File: src/rtl/uart_cmd_rx.sv
// 8N1 UART receiver that turns single-byte ASCII commands into held button pulses
// (w/a/s/d directions, space for shoot), plus raw byte and framing-error strobes.
module uart_cmd_rx #(
  parameter int CLK_FREQ    = 100_000_000,
  parameter int BAUD        = 9600,
  parameter int HOLD_CYCLES = 25_000_000
) (
  input  logic       clk,
  input  logic       rst_n,
  input  logic       fpga_rxd,
  output logic       bt_w,
  output logic       bt_a,
  output logic       bt_s,
  output logic       bt_d,
  output logic       bt_st,
  output logic [7:0] rx_data,
  output logic       rx_valid,
  output logic       frame_err
);

  localparam int DIV    = CLK_FREQ / BAUD;
  localparam int CNT_W  = $clog2(DIV) + 1;
  localparam int HOLD_W = $clog2(HOLD_CYCLES + 1);

  localparam logic [CNT_W-1:0]  FULL_LAST = CNT_W'(DIV - 1);
  localparam logic [CNT_W-1:0]  HALF_LAST = CNT_W'(DIV / 2 - 1);
  localparam logic [CNT_W-1:0]  CNT_ZERO  = {CNT_W{1'b0}};
  localparam logic [CNT_W-1:0]  CNT_ONE   = {{(CNT_W-1){1'b0}}, 1'b1};
  localparam logic [HOLD_W-1:0] HOLD_LOAD = HOLD_W'(HOLD_CYCLES);
  localparam logic [HOLD_W-1:0] HOLD_ZERO = {HOLD_W{1'b0}};
  localparam logic [HOLD_W-1:0] HOLD_ONE  = {{(HOLD_W-1){1'b0}}, 1'b1};

  typedef enum logic [2:0] {
    ST_IDLE  = 3'd0,
    ST_START = 3'd1,
    ST_DATA  = 3'd2,
    ST_STOP  = 3'd3,
    ST_BREAK = 3'd4
  } state_t;

  state_t state_r, state_nxt_s;

  logic             rxd_meta_r, rxd_sync_r, rxd_prev_r;
  logic             fall_s, half_hit_s, full_hit_s;
  logic [CNT_W-1:0] baud_cnt_r;
  logic [2:0]       bit_idx_r;
  logic [7:0]       shift_r;
  logic [7:0]       rx_data_r;
  logic             rx_valid_r, frame_err_r;
  logic             baud_clr_s, bit_clr_s, shift_en_s, byte_ok_s, byte_bad_s;

  // Direction slots: 0=w, 1=a, 2=s, 3=d.
  logic [3:0]             dir_hit_s;
  logic                   shoot_hit_s;
  logic [3:0][HOLD_W-1:0] dir_cnt_r, dir_cnt_nxt_s;
  logic [3:0]             bt_dir_r, bt_dir_nxt_s;
  logic [HOLD_W-1:0]      shoot_cnt_r, shoot_cnt_nxt_s;
  logic                   bt_st_r, bt_st_nxt_s;

  assign fall_s     = rxd_prev_r & ~rxd_sync_r;
  assign half_hit_s = (baud_cnt_r == HALF_LAST);
  assign full_hit_s = (baud_cnt_r == FULL_LAST);

  // Line synchronizer and falling-edge history, idling high like the line.
  always_ff @(posedge clk or negedge rst_n) begin
    if (!rst_n) begin
      rxd_meta_r <= 1'b1;
      rxd_sync_r <= 1'b1;
      rxd_prev_r <= 1'b1;
    end else begin
      rxd_meta_r <= fpga_rxd;
      rxd_sync_r <= rxd_meta_r;
      rxd_prev_r <= rxd_sync_r;
    end
  end

  // Receiver state register.
  always_ff @(posedge clk or negedge rst_n) begin
    if (!rst_n) begin
      state_r <= ST_IDLE;
    end else begin
      state_r <= state_nxt_s;
    end
  end

  // Receiver next-state logic.
  always_comb begin
    state_nxt_s = state_r;
    case (state_r)
      ST_IDLE: begin
        if (fall_s) state_nxt_s = ST_START;
        else        state_nxt_s = ST_IDLE;
      end
      ST_START: begin
        if (half_hit_s) state_nxt_s = rxd_sync_r ? ST_IDLE : ST_DATA;
        else            state_nxt_s = ST_START;
      end
      ST_DATA: begin
        if (full_hit_s && (bit_idx_r == 3'd7)) state_nxt_s = ST_STOP;
        else                                   state_nxt_s = ST_DATA;
      end
      ST_STOP: begin
        // Leaving mid-stop-bit lets a back-to-back start edge be caught.
        if (full_hit_s) state_nxt_s = rxd_sync_r ? ST_IDLE : ST_BREAK;
        else            state_nxt_s = ST_STOP;
      end
      ST_BREAK: begin
        if (rxd_sync_r) state_nxt_s = ST_IDLE;
        else            state_nxt_s = ST_BREAK;
      end
      default: state_nxt_s = ST_IDLE;
    endcase
  end

  // Receiver datapath controls decoded from the current state.
  always_comb begin
    baud_clr_s = 1'b0;
    bit_clr_s  = 1'b0;
    shift_en_s = 1'b0;
    byte_ok_s  = 1'b0;
    byte_bad_s = 1'b0;
    case (state_r)
      ST_IDLE:  baud_clr_s = 1'b1;
      ST_START: begin
        if (half_hit_s) begin
          baud_clr_s = 1'b1;
          bit_clr_s  = 1'b1;
        end else begin
          baud_clr_s = 1'b0;
        end
      end
      ST_DATA: begin
        if (full_hit_s) begin
          baud_clr_s = 1'b1;
          shift_en_s = 1'b1;
        end else begin
          baud_clr_s = 1'b0;
        end
      end
      ST_STOP: begin
        if (full_hit_s) begin
          baud_clr_s = 1'b1;
          byte_ok_s  = rxd_sync_r;
          byte_bad_s = ~rxd_sync_r;
        end else begin
          baud_clr_s = 1'b0;
        end
      end
      ST_BREAK: baud_clr_s = 1'b1;
      default:  baud_clr_s = 1'b1;
    endcase
  end

  // Bit timing, shift register and byte/error strobes.
  always_ff @(posedge clk or negedge rst_n) begin
    if (!rst_n) begin
      baud_cnt_r  <= CNT_ZERO;
      bit_idx_r   <= 3'd0;
      shift_r     <= 8'h00;
      rx_data_r   <= 8'h00;
      rx_valid_r  <= 1'b0;
      frame_err_r <= 1'b0;
    end else begin
      baud_cnt_r  <= baud_clr_s ? CNT_ZERO : (baud_cnt_r + CNT_ONE);
      if (bit_clr_s)       bit_idx_r <= 3'd0;
      else if (shift_en_s) bit_idx_r <= bit_idx_r + 3'd1;
      if (shift_en_s)      shift_r[bit_idx_r] <= rxd_sync_r;
      if (byte_ok_s)       rx_data_r <= shift_r;
      rx_valid_r  <= byte_ok_s;
      frame_err_r <= byte_bad_s;
    end
  end

  // Case-insensitive command decode on the byte strobe.
  always_comb begin
    dir_hit_s   = 4'b0000;
    shoot_hit_s = 1'b0;
    if (rx_valid_r) begin
      case (rx_data_r)
        8'h77, 8'h57: dir_hit_s   = 4'b0001;
        8'h61, 8'h41: dir_hit_s   = 4'b0010;
        8'h73, 8'h53: dir_hit_s   = 4'b0100;
        8'h64, 8'h44: dir_hit_s   = 4'b1000;
        8'h20:        shoot_hit_s = 1'b1;
        default:      dir_hit_s   = 4'b0000;
      endcase
    end else begin
      dir_hit_s = 4'b0000;
    end
  end

  // Hold counters: a direction command reloads its own slot and clears the others.
  always_comb begin
    dir_cnt_nxt_s = {4*HOLD_W{1'b0}};
    bt_dir_nxt_s  = 4'b0000;
    for (int i = 0; i < 4; i++) begin
      if (dir_hit_s[i])                 dir_cnt_nxt_s[i] = HOLD_LOAD;
      else if (|dir_hit_s)              dir_cnt_nxt_s[i] = HOLD_ZERO;
      else if (dir_cnt_r[i] != HOLD_ZERO) dir_cnt_nxt_s[i] = dir_cnt_r[i] - HOLD_ONE;
      else                              dir_cnt_nxt_s[i] = dir_cnt_r[i];
      bt_dir_nxt_s[i] = (dir_cnt_nxt_s[i] != HOLD_ZERO);
    end
    if (shoot_hit_s)                  shoot_cnt_nxt_s = HOLD_LOAD;
    else if (shoot_cnt_r != HOLD_ZERO) shoot_cnt_nxt_s = shoot_cnt_r - HOLD_ONE;
    else                              shoot_cnt_nxt_s = shoot_cnt_r;
    bt_st_nxt_s = (shoot_cnt_nxt_s != HOLD_ZERO);
  end

  // Hold counter and button output registers.
  always_ff @(posedge clk or negedge rst_n) begin
    if (!rst_n) begin
      dir_cnt_r   <= {4*HOLD_W{1'b0}};
      bt_dir_r    <= 4'b0000;
      shoot_cnt_r <= HOLD_ZERO;
      bt_st_r     <= 1'b0;
    end else begin
      dir_cnt_r   <= dir_cnt_nxt_s;
      bt_dir_r    <= bt_dir_nxt_s;
      shoot_cnt_r <= shoot_cnt_nxt_s;
      bt_st_r     <= bt_st_nxt_s;
    end
  end

  assign bt_w      = bt_dir_r[0];
  assign bt_a      = bt_dir_r[1];
  assign bt_s      = bt_dir_r[2];
  assign bt_d      = bt_dir_r[3];
  assign bt_st     = bt_st_r;
  assign rx_data   = rx_data_r;
  assign rx_valid  = rx_valid_r;
  assign frame_err = frame_err_r;

endmodule
File: config.mk
export PLATFORM = sky130hd
export DESIGN_NAME = uart_cmd_rx
export DESIGN_NICKNAME = d
export VERILOG_FILES = /design/src/rtl/uart_cmd_rx.sv
export SDC_FILE = /design/constraint.sdc
export NUM_CORES = 1
export LEC_CHECK = 0
export BUFFER_PORTS_ARGS = -buffer_cell sky130_fd_sc_hd__buf_2
export CAP_MARGIN = 20
export CORE_MARGIN = 10
export CORE_UTILIZATION = 46
export CTS_CLUSTER_DIAMETER = 80
export DETAILED_ROUTE_END_ITERATION = 16
export PLACE_DENSITY = 0.66
export SLEW_MARGIN = 20
export SYNTH_ARGS = -nofsm -noshare
export SYNTH_HDL_FRONTEND = slang
export SYNTH_SLANG_ARGS = --single-unit
export TNS_END_PERCENT = 5
File: constraint.sdc
create_clock -name clk -period 4.46 [get_ports clk]
set_clock_uncertainty 0.05 [all_clocks]
set_input_delay 0.446 -clock clk [delete_from_list [all_inputs] [get_ports clk]]
set_output_delay 0.446 -clock clk [all_outputs]
set_load 0.01 [all_outputs]
==> impl_metrics.toml <==
[outcome]
status = "finished, final reports clean"

[yosys]
yosysSeqAreaShare_pct = 46.6
syn_avg_cell_area_sq_um = 9.45
synth_ff_type = "dfrtp_1"
synth_fp_nets = 989
ys_seq_elements = 172
syn_area_sq_mm = 0.00925
async_flop_share_pct = 100
yosysWarningCount = 0
yosysUniqueCellTypes = 66
synth-edff-count = 0
netlist_instances = 978

[sta]
grt_setup_unrepaired = "no"
finalSetupViolations = 0
finalCriticalPeriod_ps = 3660
fmax_mhz = 273
timing_max_transition_violations_final = 0
hold_ws_ps = 67.7
tightest_slew_ps = 1030
fin_crit_sh_pct = 82.1
relSlewSlack_pct = 31.0
hold_viol_final = 0
fin_setup_tns_ps = 0

[min_path]
hold_start = "fpga_rxd"
min_path_type = "in -> reg"
min_to = "rxd_meta_r"
min_path_cells = 1

[finish]
final_common_cell = "dfrtp_1"
drive_above_1_share_pct = 9.77
layoutNonFillerInstCount = 1258
areaGrowthSynthToFinish_pct = 10.8
nets = 991
final_cell_mix = "dfrtp_1, nor2_1, nand2_1"
n_antenna_cell = 0

[worst_setup_path]
slowest_delay_ps = 670
r2r_start = "shoot_cnt_r[4]"
rr_worst_depth = 8
worst_ep_required_time_ps = 4690
rrSetupSlack_ps = 800
arrival_ps = 3900
crit_chain = "or4_1 -> nor4b_1 -> nor4b_1 -> xnor2_1 -> nand3_1 -> nor3b_1 -> or4b_1 -> or4_1"
rr_endpoint = "bt_st"
critical-path-top-delay-family = "simple AND/OR/NAND/NOR gates"
start_kind = "flop"
cp_max_fo = 7
cp-end-kind = "flop"
critPathBufInv = 0
crit_type = "reg -> reg"
cp_slowest_cell = "or4_1"

[power_and_ir_drop]
p_per_area_mw_per_mm2 = 318
ir_drop_mv = 0.285
p_leak_nw = 5.11

[floorplanning]
start_util_pct = 47.2
dieArea_sq_mm = 0.0262
core_sq_mm = 0.0196
die_w_um = 162
rows = 51
ioPinCount = 18
die_y_um = 162

[routing]
num_vias = 7233
firstDrtPassIters = 5
via_per_inst = 5.75
drt_iter0_drc = 544
ant_nets = 0
drc = 0
drt_wl_total_um = 20200
wl_per_cell_um = 16.1

[place]
place.gp.congestion = 0.838
numPortBuffers = 17
placed_cells = 1224
dp_hpwl_um = 13700

[cts]
clkTransAtPathRegs_ps = 60
clock_latency_ps = 430
cts_tree = "done"
cts_sinks = 172
numCtsBuffers = 17
postCtsSetupBuffers = 0
htreeDepth = 4
cts.path.max_buffers = 2
root_buffer = "clkbuf_16"

[global_routing]
gr-usage-all-layers_pct = 15.9
antenna_found_initial = 0
grt_pass1_wl_um = 35200
grt-ovfl-total = 0
grt_start_max_net_pins = 109
grt_pass1_vias = 7102

[job]
maxCapViolCount = 0
worst register-to-register path, cell delays in order, from the launching register on:
cell and delay, ps:
dfrtp_1 440, or4_1 670, nor4b_1 560, nor4b_1 380
xnor2_1 200, nand3_1 100, nor3b_1 190, or4b_1 430
or4_1 520
sequential cells by signal, summed over array words and instances, names as in the netlist:
register and flops:
baud_cnt_r 15, bit_idx_r 3, bt_dir_r 4, bt_st 1, dir_cnt_r 100, frame_err 1, rx_data 8, rx_valid 1
rxd_meta_r 1, rxd_prev_r 1, rxd_sync_r 1, shift_r 8, shoot_cnt_r 25, state_r 3
kinds of logic after synthesis:
kind of cell / after synthesis / synth area share [%]
AOI/OAI and AO/OA: 134 / 9.09
muxes: 24 / 2.81
adders and majority gates: 8 / 1.08
xor gates and xnor gates: 107 / 10.1
buffers and inverters: 61 / 2.52
and+or+nand+nor: 472 / 27.8
DFF: 172 / 46.6
metal layers:
layer | GRT usage [%] | share of wire, % | vias to the layer above
li1 | - | - | 3509
met5 | 0 | 0 | -
met4 | 4.34 | 1.3 | 0
met3 | 3.08 | 3.5 | 21
met2 | 24.9 | 47 | 125
met1 | 21.9 | 49 | 3578
power by group:
part	internal, mW	total (mW)	switching [mW]
combinational	0.0340	0.0946	0.0606
clock	0.918	1.55	0.627
sequential	1.58	1.62	0.0324
layout make-up:
cell class	instances	area, sq um
Timing Repair Buffer	24	179
Multi-Input combinational cell	745	4730
Clock buffer	20	457
Inverter	20	75.1
Clock inverter	12	160
Sequential cell	172	4310
Tap cell	265	332
Fill cell	1778	9350
timing repair:
item	in CTS	in global routing
hold buffers	0	1
endpoints found under the hold margin	0	33
resized for setup	0	0
setup endpoints to repair	0	0
stage by stage:
step                util, %  setup WS, ps  cell area, sq um  power [mW]
CTS                    52.1           824             10200        3.30
detailed placement     49.0           843              9590        1.74
global placement       49.0           919              9590        1.74
finish                 52.3           796             10200        3.26
floorplan                 -          1150              9250        1.69
global route           52.3           492             10200        3.39
worst max path at each step:
stage / slack (ps) / endpoint / cells past startpoint / startpoint
finish: 800 / bt_st / 8 / shoot_cnt_r[4]
global route: 490 / bt_st / 8 / shoot_cnt_r[4]
CTS: 820 / bt_st / 8 / shoot_cnt_r[4]
detailed placement: 840 / bt_st / 8 / shoot_cnt_r[4]
global placement: 920 / bt_st / 8 / shoot_cnt_r[4]
floorplan: 1150 / bt_st / 9 / shoot_cnt_r[4]
synth_stat cells (4+ instances only):
cell,n,area (sq um)
nand2b_1,11,68.8
and3_1,14,87.6
mux2_2,16,180
o41ai_1,4,35.0
and4_1,6,52.6
clkbuf_1,34,128
ha_1,8,100
a21oi_1,28,140
nor2_1,134,503
or2_2,7,43.8
nand3_2,4,40.0
nand2_1,64,240
nand4_1,15,93.8
nand3_1,37,185
buf_1,4,15.0
dfrtp_1,169,4230
or4_1,18,135
nand3b_1,12,90.1
mux2i_1,8,80.1
inv_1,20,75.1
nand4b_1,9,78.8
xor2_1,50,438
nor2b_1,7,43.8
a211oi_1,8,60.1
nor4b_1,11,96.3
and2_1,9,56.3
or3_1,18,113
nor4_1,33,206
nor3_1,41,205
o211ai_1,4,30.0
o21ai_0,52,260
nor3b_1,9,67.6
a31oi_1,6,37.5
xnor2_1,57,499
Power figures use the tool's default switching activity.
